File: config.mk
export PLATFORM = sky130hd
export DESIGN_NAME = module_sample_scheduler
export DESIGN_NICKNAME = d
export VERILOG_FILES = /design/src/rtl/module_sample_scheduler_pkg.sv /design/src/rtl/module_sample_tick_gen.sv /design/src/rtl/module_sample_scheduler.sv
export SDC_FILE = /design/constraint.sdc
export NUM_CORES = 1
export LEC_CHECK = 0
export CAP_MARGIN = 40
export CORE_MARGIN = 5
export CORE_UTILIZATION = 46
export CTS_CLUSTER_DIAMETER = 150
export DETAILED_ROUTE_END_ITERATION = 8
export PLACE_DENSITY = 0.8
export SLEW_MARGIN = 20
export SYNTH_ARGS = -nofsm -noshare
export SYNTH_HDL_FRONTEND = slang
export SYNTH_HIERARCHICAL = 1
export SYNTH_SLANG_ARGS = --single-unit
File: constraint.sdc
create_clock -name clk -period 2.5 [get_ports clk]
set_input_delay 0.25 -clock clk [delete_from_list [all_inputs] [get_ports clk]]
set_output_delay 0.25 -clock clk [all_outputs]
set_load 0.01 [all_outputs]
File: src/rtl/module_sample_scheduler_pkg.sv
// Shared widths, default period, FSM encoding and output conversion for the sample scheduler.
// Latency: none (definitions only). Backpressure: none.
// Conversion clamps to the 18-bit range when SAMPLE_SCHED_SATURATE_EN is defined, else wraps.
package module_sample_scheduler_pkg;

    localparam int SAMPLE_W          = 18;
    localparam int ACC_W             = 21;
    localparam int SAMPLE_PERIOD_DEF = 2080;
    localparam int PCNT_W            = 16;

    typedef enum logic [1:0] {
        IDLE = 2'd0,
        REQ  = 2'd1,
        WAIT = 2'd2,
        OUT  = 2'd3
    } sched_state_t;

    typedef struct packed {
        logic signed [ACC_W-1:0] l;
        logic signed [ACC_W-1:0] r;
    } acc_t;

    function automatic logic signed [ACC_W-1:0] widen(input logic signed [SAMPLE_W-1:0] s);
        return {{(ACC_W-SAMPLE_W){s[SAMPLE_W-1]}}, s};
    endfunction

    function automatic logic signed [SAMPLE_W-1:0] acc_to_sample(input logic signed [ACC_W-1:0] a);
`ifdef SAMPLE_SCHED_SATURATE_EN
        logic signed [ACC_W-1:0] sat_max;
        logic signed [ACC_W-1:0] sat_min;
        sat_max = ACC_W'((1 << (SAMPLE_W-1)) - 1);
        sat_min = ~sat_max;
        if (a > sat_max) begin
            return sat_max[SAMPLE_W-1:0];
        end else if (a < sat_min) begin
            return sat_min[SAMPLE_W-1:0];
        end else begin
            return a[SAMPLE_W-1:0];
        end
`else
        return a[SAMPLE_W-1:0];
`endif
    endfunction

endpackage

File: src/rtl/module_sample_tick_gen.sv
// Free-running period counter; tick marks the last clock of each sample period.
// Latency: tick is a registered-count compare, high for one clock every SAMPLE_PERIOD clocks.
// Backpressure: none, the cadence never stalls.
module module_sample_tick_gen
    import module_sample_scheduler_pkg::*;
#(
    parameter int SAMPLE_PERIOD = SAMPLE_PERIOD_DEF
) (
    input  logic clk,
    input  logic reset,
    output logic tick
);

    logic [PCNT_W-1:0] pcnt;

    assign tick = (pcnt == PCNT_W'(SAMPLE_PERIOD - 1));

    always_ff @(posedge clk) begin
        if (reset) begin
            pcnt <= '0;
        end else if (tick) begin
            pcnt <= '0;
        end else begin
            pcnt <= pcnt + PCNT_W'(1);
        end
    end

endmodule

File: src/rtl/module_sample_scheduler.sv
// Polls NVOICES voices once per sample period, sums them and strobes one stereo sample to the DAC.
// Latency: strobe 2*NVOICES+1 clocks after the tick with single-cycle voice replies; +1 per reply wait.
// Backpressure: slow voices stretch the frame; a late frame is cut at the next tick with overrun.
// Saturating output conversion is enabled by defining SAMPLE_SCHED_SATURATE_EN.
module module_sample_scheduler
    import module_sample_scheduler_pkg::*;
#(
    parameter int SAMPLE_PERIOD = SAMPLE_PERIOD_DEF,
    parameter int NVOICES       = 8,
    parameter int IDX_W         = 3
) (
    input  logic                       clk,
    input  logic                       reset,
    output logic                       voice_req,
    output logic [IDX_W-1:0]           voice_idx,
    input  logic                       voice_rdy,
    input  logic signed [SAMPLE_W-1:0] voice_l,
    input  logic signed [SAMPLE_W-1:0] voice_r,
    output logic                       sample_out_rdy,
    output logic signed [SAMPLE_W-1:0] sample_out_l,
    output logic signed [SAMPLE_W-1:0] sample_out_r,
    output logic                       overrun
);

    sched_state_t     state;
    sched_state_t     state_nxt;
    logic [IDX_W-1:0] idx;
    logic [IDX_W-1:0] idx_nxt;
    acc_t             acc;
    acc_t             acc_nxt;
    logic             pend;
    logic             tick;
    logic             frame_start;
    logic             load_out;
    logic             abort;
    logic             last_voice;

    module_sample_tick_gen #(
        .SAMPLE_PERIOD(SAMPLE_PERIOD)
    ) u_tick_gen (
        .clk  (clk),
        .reset(reset),
        .tick (tick)
    );

    assign last_voice = (idx == IDX_W'(NVOICES - 1));

    always_comb begin
        state_nxt   = state;
        idx_nxt     = idx;
        acc_nxt     = acc;
        frame_start = 1'b0;
        load_out    = 1'b0;
        abort       = 1'b0;
        case (state)
            IDLE: begin
                if (tick || pend) begin
                    state_nxt   = REQ;
                    idx_nxt     = '0;
                    acc_nxt     = '0;
                    frame_start = 1'b1;
                end
            end
            REQ: begin
                state_nxt = WAIT;
            end
            WAIT: begin
                // A reply landing together with a pending tick is still counted.
                if (voice_rdy) begin
                    acc_nxt.l = acc.l + widen(voice_l);
                    acc_nxt.r = acc.r + widen(voice_r);
                    if (last_voice) begin
                        state_nxt = OUT;
                        load_out  = 1'b1;
                    end else begin
                        state_nxt = REQ;
                        idx_nxt   = idx + IDX_W'(1);
                    end
                end else if (pend) begin
                    state_nxt = OUT;
                    load_out  = 1'b1;
                    abort     = 1'b1;
                end
            end
            OUT: begin
                state_nxt = IDLE;
            end
            default: begin
                state_nxt = IDLE;
            end
        endcase
    end

    always_ff @(posedge clk) begin
        if (reset) begin
            state <= IDLE;
            idx   <= '0;
            acc   <= '0;
            pend  <= 1'b0;
        end else begin
            state <= state_nxt;
            idx   <= idx_nxt;
            acc   <= acc_nxt;
            // A tick coinciding with a pend-driven start re-arms for the next frame.
            if (frame_start) begin
                pend <= tick & pend;
            end else if (tick) begin
                pend <= 1'b1;
            end
        end
    end

    always_ff @(posedge clk) begin
        if (reset) begin
            sample_out_l <= '0;
            sample_out_r <= '0;
            overrun      <= 1'b0;
        end else begin
            overrun <= abort;
            if (load_out) begin
                sample_out_l <= acc_to_sample(acc_nxt.l);
                sample_out_r <= acc_to_sample(acc_nxt.r);
            end
        end
    end

    assign voice_req      = (state == REQ);
    assign voice_idx      = idx;
    assign sample_out_rdy = (state == OUT);

endmodule

# After elaboration in Yosys (flattened, before gate mapping)
# Index checks and enable logic that the tools add are counted.
# Widths: inputs -> output; s select.
# classes
add_sub_neg	4
eq_ne	9
n_mux	20
bitwise	2
n_reduce_logical	9
# ops
op	count
$mux 42	2
$pmux 42 s2	1
$add 21x18->21	2
$add 16x1->16 const B	1
$eq 16x12->1 const B	1
$mux 3	3
$mux 1	8
$mux 2	4
$pmux 2 s4	1
$ne 2x2->1 const B	3
$pmux 3 s2	1
$eq 2x2->1 const B	2
$reduce_and 4->1	1
$reduce_bool 2->1	2
$add 3x1->3 const B	1
$eq 3x3->1 const B	1
$ne 3x3->1 const B	1
$reduce_and 3->1	1
$reduce_or 3->1	1
$eq 2x1->1 const B	1
$logic_not 2->1	1
$reduce_and 2->1	1
$reduce_or 2->1	1
$and 1x1->1	1
2 further kinds	2
# word_totals
register_bits	101
input_bits	39
out_inout_bits	42
elab_cells	55

# Logic depth before layout (Yosys ltp)
# depth
word_depth	5
mapped_depth	11
ltp_nobuf	11

# By module
# Netlist, hierarchy kept.
# modules_own_cells
mod	instances	cells_per_inst	area_each_um2	seq_area_each_um2
module_sample_scheduler	1	511	4367.9	1581.5
module_sample_tick_gen	1	83	732.0	320.3

# Least setup slack after synthesis
# Ideal clock, no wire load.
# synth_path
kind	reg2reg
startpoint	register acc[21] in the netlist's numbering
endpoint	register sample_out_l[16]
setup_time_ns	0.086
t_arrival_ns	2.272
required_time_ns	2.414
setup_slack_ns	0.142
path_stages_with_launch	11
n_path_buf	0
period_less_slack_ns	2.358
path_cell_list	dfxtp_1 ha_1 fa_1 a21oi_1 o211ai_1 a311oi_1 o21ai_0 a31oi_1 xnor2_1 a22oi_1 a211oi_1
# synth_via
elab_chain_len	3
# synth_rtl
element	line	text
from (decl)	module_sample_scheduler.sv:29	acc_t acc;
from (signal assigned)	module_sample_scheduler.sv:103	acc <= acc_nxt;
$add 21x18->21	module_sample_scheduler.sv:70	acc_nxt.l = acc.l + widen(voice_l);
$mux 42	module_sample_scheduler.sv:69	if (voice_rdy) begin
$pmux 42 s2	module_sample_scheduler.sv:55	case (state)
to (signal assigned)	module_sample_scheduler.sv:121	sample_out_l <= acc_to_sample(acc_nxt.l);
to (decl)	module_sample_scheduler.sv:20	output logic signed [SAMPLE_W-1:0] sample_out_l,
# Every way passes these cells. The select of a mux whose other input is x is not followed.
# A chain may end at the register's enable or synchronous reset.

# Final worst setup path
# layout_path
startpoint	input voice_l[0]
endpoint	register sample_out_l[16]
# layout_via
elab_chain_len	3
# layout_rtl
element	line	text
from (decl)	module_sample_scheduler.sv:17	input logic signed [SAMPLE_W-1:0] voice_l,
$add 21x18->21	module_sample_scheduler.sv:70	
$mux 42	module_sample_scheduler.sv:69	
$pmux 42 s2	module_sample_scheduler.sv:55	
# Every way passes these cells. The select of a mux whose other input is x is not followed.

==> impl_metrics.env <==
export IMPL_crit_family="compound AO/OA/AOI/OAI gates"
export IMPL_busiest_layer="met2"
export IMPL_synthTopCellsByArea="dfxtp_1 (37%), ha_1 (9.1%), nor2_1 (8.3%)"
export IMPL_core_um2=10800
export IMPL_yosysSeqAreaShare=0.373
export IMPL_num_rows=38
export IMPL_fin_util=0.625
export IMPL_grt_total_usage=0.203
export IMPL_syn_nets=672
export IMPL_detail_route_antenna_nets=0
export IMPL_path_cells="clkdlybuf4s50_1 > ha_4 > fa_2 > a21oi_2 > o211ai_1 > a311oi_2 > o21ai_1 > a31oi_1 > xnor2_1 > a22oi_2 > a211oi_2"
export IMPL_rsz0062_at_grt="true"
export IMPL_fmax_ghz=0.408
export IMPL_cap_violations=0
export IMPL_async_flop_share=0
export IMPL_finalCritPeriodShare=0.981
export IMPL_clockBufferDepth=2
export IMPL_status="complete, no violations"
export IMPL_hold_class="input pin to flop"
export IMPL_peakVddDrop_uv=257
export IMPL_synth_seq_cells=95
export IMPL_final_setup_worst_slack_ps=47.6
export IMPL_max_slew_margin=0.655
export IMPL_intPower_mw=2.04
export IMPL_syn_instance_count=594
export IMPL_seqCellArea_um2=1910
export IMPL_die_y_um=115
export IMPL_hpwl_um=9760
export IMPL_diodes=0
export IMPL_p_per_area_nw_per_um2=404
export IMPL_cp_start_kind="input pin"
export IMPL_dpl_instance_area_um2=6340
export IMPL_synth_xor_area_frac=0.0680
export IMPL_finClkSkew_ps=12.2
export IMPL_die_area_um2=13300
export IMPL_tns_ps=0
export IMPL_via_per_inst=5.72
export IMPL_grtUsageMet2=0.358
export IMPL_totalWireLength_um=13700
export IMPL_crit_required_ps=2800
export IMPL_yosysMostFrequentCell="nor2_1"
export IMPL_wl_per_cell_um=16.0
export IMPL_initial_core_util=0.470
export IMPL_met1_usage=0.239
export IMPL_dr_total_vias=4895
export IMPL_grt_pass1_vias=4722
export IMPL_synthTopCellsByCount="nor2_1 (113), dfxtp_1 (95), a211oi_1 (40)"
export IMPL_drive_gt1_frac=0.176
export IMPL_critPathMaxFanout=2
export IMPL_worstMarginPinSlew_ps=517
export IMPL_synth_distinct_cells=61
export IMPL_synthAdderAreaFrac=0.0986
export IMPL_numCtsBuffers=9
export IMPL_p_comb_frac=0.090
export IMPL_dp_slack_ps=-525
export IMPL_grt_overflow_total=0
export IMPL_clock_power_share=0.354
export IMPL_synth_area_um2=5100
export IMPL_multi_input_area_um2=3210
export IMPL_p_leak_nw=2.57
export IMPL_end_kind="flop"
export IMPL_dr_pass1_iters=5
export IMPL_cts_sinks=95
export IMPL_post_synth_top_area_cell="dfxtp_1"
export IMPL_critPathKind="input pin to flop"
export IMPL_dieWidth_um=115
export IMPL_yosys_most_used_dff="dfxtp_1"
export IMPL_postLayoutCellArea_um2=6770
export IMPL_cts_root_buf="clkbuf_8"
export IMPL_critPathMaxStageDelay_ps=470
export IMPL_drc=0
export IMPL_p_sw_mw=0.702
export IMPL_clk_latency_ps=380
export IMPL_path_clk_slew_ps=100
export IMPL_critPathSlowestCell="clkdlybuf4s50_1"
export IMPL_post_route_min_period_ps=2450
export IMPL_ctsHoldBuffers=0
export IMPL_synth_compound_area_frac=0.214
export IMPL_io_pins=81
export IMPL_pwr_share_seq=0.555
export IMPL_grt_max_degree=44
export IMPL_hold_violations=0
export IMPL_synth_edf_count=0
export IMPL_grt_pass1_wl_um=21800
export IMPL_synthToLayoutAreaGrowth_pct=32.8
export IMPL_setup_viol_count_final=0
export IMPL_place_gp_congestion=0.892
export IMPL_p_sw_frac=0.256
export IMPL_io_buffers=80
export IMPL_slew_violations=0
export IMPL_yosysTopAreaCellShare=0.373
export IMPL_synthMuxAreaShare=0.0101
export IMPL_crit_arrival_ps=2750
export IMPL_n_fill_cell=879
export IMPL_drtIter0Drc=386
export IMPL_cp_buffers_inverters=1
export IMPL_antenna_found_initial=0
export IMPL_grt_util_met3=0.0432
export IMPL_fin_nets=789
export IMPL_htreeDepth=3
export IMPL_tritoncts="done"
export IMPL_synthSimpleGateAreaFrac=0.194
export IMPL_synth_top_family_by_area="compound AO/OA/AOI/OAI gates"
export IMPL_ys_warn_count=6
export IMPL_avgSynthCellArea_um2=8.59
[registers in the layout (all words and copies together), names as in the netlist]
name             count
overrun              1
sample_out_l        18
voice_idx            3
state                2
acc                 36
sample_out_r        18
pend                 1
u_tick_gen/pcnt     16
[cell usage in the layout (no fill, tap or decap), types with 24 or more instances in the layout]
cell type,count
xnor2_1,27
buf_4,53
ha_1,33
a22oi_1,25
a211oi_1,31
nand2_1,24
nor2_1,112
a21oi_1,27
clkdlybuf4s50_1,78
dfxtp_1,92
[logic make-up (layout without fill, tap and decap cells)]
group,count (synthesis),in the layout
AND/OR/NAND/NOR,217,217
AO/OA/AOI/OAI,153,153
flip-flops,95,95
buffers and inverters,47,169
adder cells (fa/ha/maj),39,39
XOR/XNOR,38,38
multiplexers,5,5
[repair_timing]
item,CTS,global route
setup endpoints to repair,10,30
pin swaps,4,38
setup buffers,0,3
gates resized for setup,9,43
cloned,0,0
[per-stage QoR]
stage / std cells / hold slack [ps] / power [mW]
final: 856 / 194 / 2.74
after global routing: 856 / 200 / 2.85
after CTS: 853 / 176 / 2.75
after detailed placement: 837 / 470 / 1.79
after global placement: 837 / 460 / 1.78
after floorplan: 594 / 322 / 1.67
[cell type report]
type | count | share of cell area
Tap cell | 140 | 0.0259
Clock inverter | 6 | 0.00647
Sequential cell | 95 | 0.281
Clock buffer | 10 | 0.0203
Inverter | 18 | 0.00998
Timing Repair Buffer | 135 | 0.183
Multi-Input combinational cell | 452 | 0.473
[power by group through the flow]
stage / registers, mW / logic [mW] / clock network, mW
finish: 1.52 / 0.247 / 0.971
global route: 1.52 / 0.269 / 1.06
CTS: 1.52 / 0.234 / 1.00
detailed placement: 1.56 / 0.230 / 0
global placement: 1.56 / 0.223 / 0
floorplan: 1.56 / 0.115 / 0
[final timing paths]
check                         from                to  slack (ps)  depth (start not counted)
setup reg to reg           acc[21]  sample_out_l[16]          70                         10
hold reg to reg   sample_out_r[15]  sample_out_r[15]         480                          2
hold / removal               reset              pend         190                          2
setup / recovery        voice_l[0]  sample_out_l[16]          50                         11
[layer usage]
metal / vias to the layer above / share of wire
met2: 152 / 0.51
li1: 2392 / -
met3: 26 / 0.051
met1: 2325 / 0.42
met4: 0 / 0.019
met5: - / 0
No activity file was read; power rests on OpenSTA's default activity.
==> patch, RTL diff (config.mk and constraints unchanged) <==
Add a define of `SAMPLE_SCHED_SATURATE_EN`.
--- a/src/rtl/module_sample_scheduler_pkg.sv
+++ b/src/rtl/module_sample_scheduler_pkg.sv
@@ -2,4 +2,6 @@
 // Latency: none (definitions only). Backpressure: none.
 // Conversion clamps to the 18-bit range when SAMPLE_SCHED_SATURATE_EN is defined, else wraps.
+`define SAMPLE_SCHED_SATURATE_EN
+
 package module_sample_scheduler_pkg;
 
Formal check against the unedited RTL: no difference found for any inputs over 10 cycles, from zero or initial values and one cycle with reset high; that may be too few to reach the edited logic, so the function may still have changed.
==> patch against the unedited design <==
The run now ends with setup timing left. Routed wire length increased by 60%. Area after synthesis increased by 18%. Cell area increased by 34%. Total power increased by 24%. Sequential cell count increased by 6. Setup slack got worse by 1.2 ns. Highest routed layer unchanged. Core utilization increased by 8.9 points.
==> patch: results <==
group,metric,value,unit
yosys,synthAdderAreaFrac,9.59,%
routing,viasPerCell,5.95,
cells_and_area,top_regs,"acc (42), sample_out_l (18), sample_out_r (18)",
pwr,peakVddDrop,0.292,mV
cells_and_area,final_cell_area,9080,um^2
yosys,synth_cells,730,
outcome,status,"finished, violations left",
cells_and_area,final_nets,1035,
yosys,synthMuxAreaShare,0.332,%
setup_path,rrSetupSlack,-1.02,ns
timing,fin_worst_skew,0.0109,ns
setup_path,crit_fanout,4,
routing,drt_wl_total,21800,um
cts,path_clk_slew,0.08,ns
global_route,first_global_vias,6212,
placement,place_congestion,0.890,
global_route,grt_pass1_wl,30500,um
cells_and_area,fin_cells,1128,
timing,setup_viol,50,
placement,post-place-cells,1101,
timing,setup_ws,-1.18,ns
placement,dp_hpwl,13000,um
yosys,synthesis.nets,814,
pwr,pg_clk,1.45,mW
timing,worst_pin_slew,0.874,ns
cts,post_cts_buffers,4,
routing,first_iter_violations,621,
outcome,violations,"setup timing",
cells_and_area,drive_above_1_share,29.1,%
-- patch: layer usage --
| layer | part of all wire [%] | GRT usage, % | vias to the layer above | wire length (um) |
|---|---|---|---|---|
| li1 | - | - | 3066 | - |
| met1 | 41 | 31.6 | 3173 | 8940 |
| met2 | 47 | 37.8 | 379 | 10200 |
| met3 | 7.8 | 5.23 | 99 | 1710 |
| met4 | 4.5 | 8.25 | 0 | 993 |
| met5 | 0 | 0 | - | 0 |
-- patch: layout make-up --
type,instances,share of cell area [%]
Inverter,19,0.786
Clock buffer,9,2.48
Clock inverter,7,0.854
Sequential cell,101,22.4
Multi-Input combinational cell,574,47.3
Tap cell,172,2.37
Timing Repair Buffer,246,23.9
-- patch: how the worst min path moves through the flow --
stage / endpoint / depth (start not counted) / slack, ns / start
after floorplan: u_tick_gen/pcnt[2] / 1 / 0.32 / reset
after global placement: voice_idx[2] / 2 / 0.47 / voice_idx[2]
after detailed placement: voice_idx[1] / 2 / 0.48 / voice_idx[1]
after CTS: acc[31] / 2 / 0.48 / reset
after global routing: voice_idx[1] / 2 / 0.52 / voice_idx[1]
final: voice_idx[1] / 2 / 0.48 / voice_idx[1]
-- patch: critical path, cell delays in order --
cell	delay (ns)
clkdlybuf4s50_1	0.63
ha_4	0.27
a21oi_1	0.21
o21ai_1	0.18
a21oi_2	0.31
a211oi_4	0.13
o31a_1	0.35
or2_4	0.29
a221o_1	0.41
a32oi_4	0.38
buf_6	0.17
buf_16	0.10
a21oi_1	0.05
nor3_1	0.20
-- patch: kinds of logic after synthesis --
| kind of cell | count (synthesis) |
|---|---|
| DFF | 101 |
| xor gates and xnor gates | 41 |
| and+or+nand+nor | 280 |
| adders and majority gates | 45 |
| muxes | 2 |
| buffers and inverters | 55 |
| AOI/OAI and AO/OA | 206 |
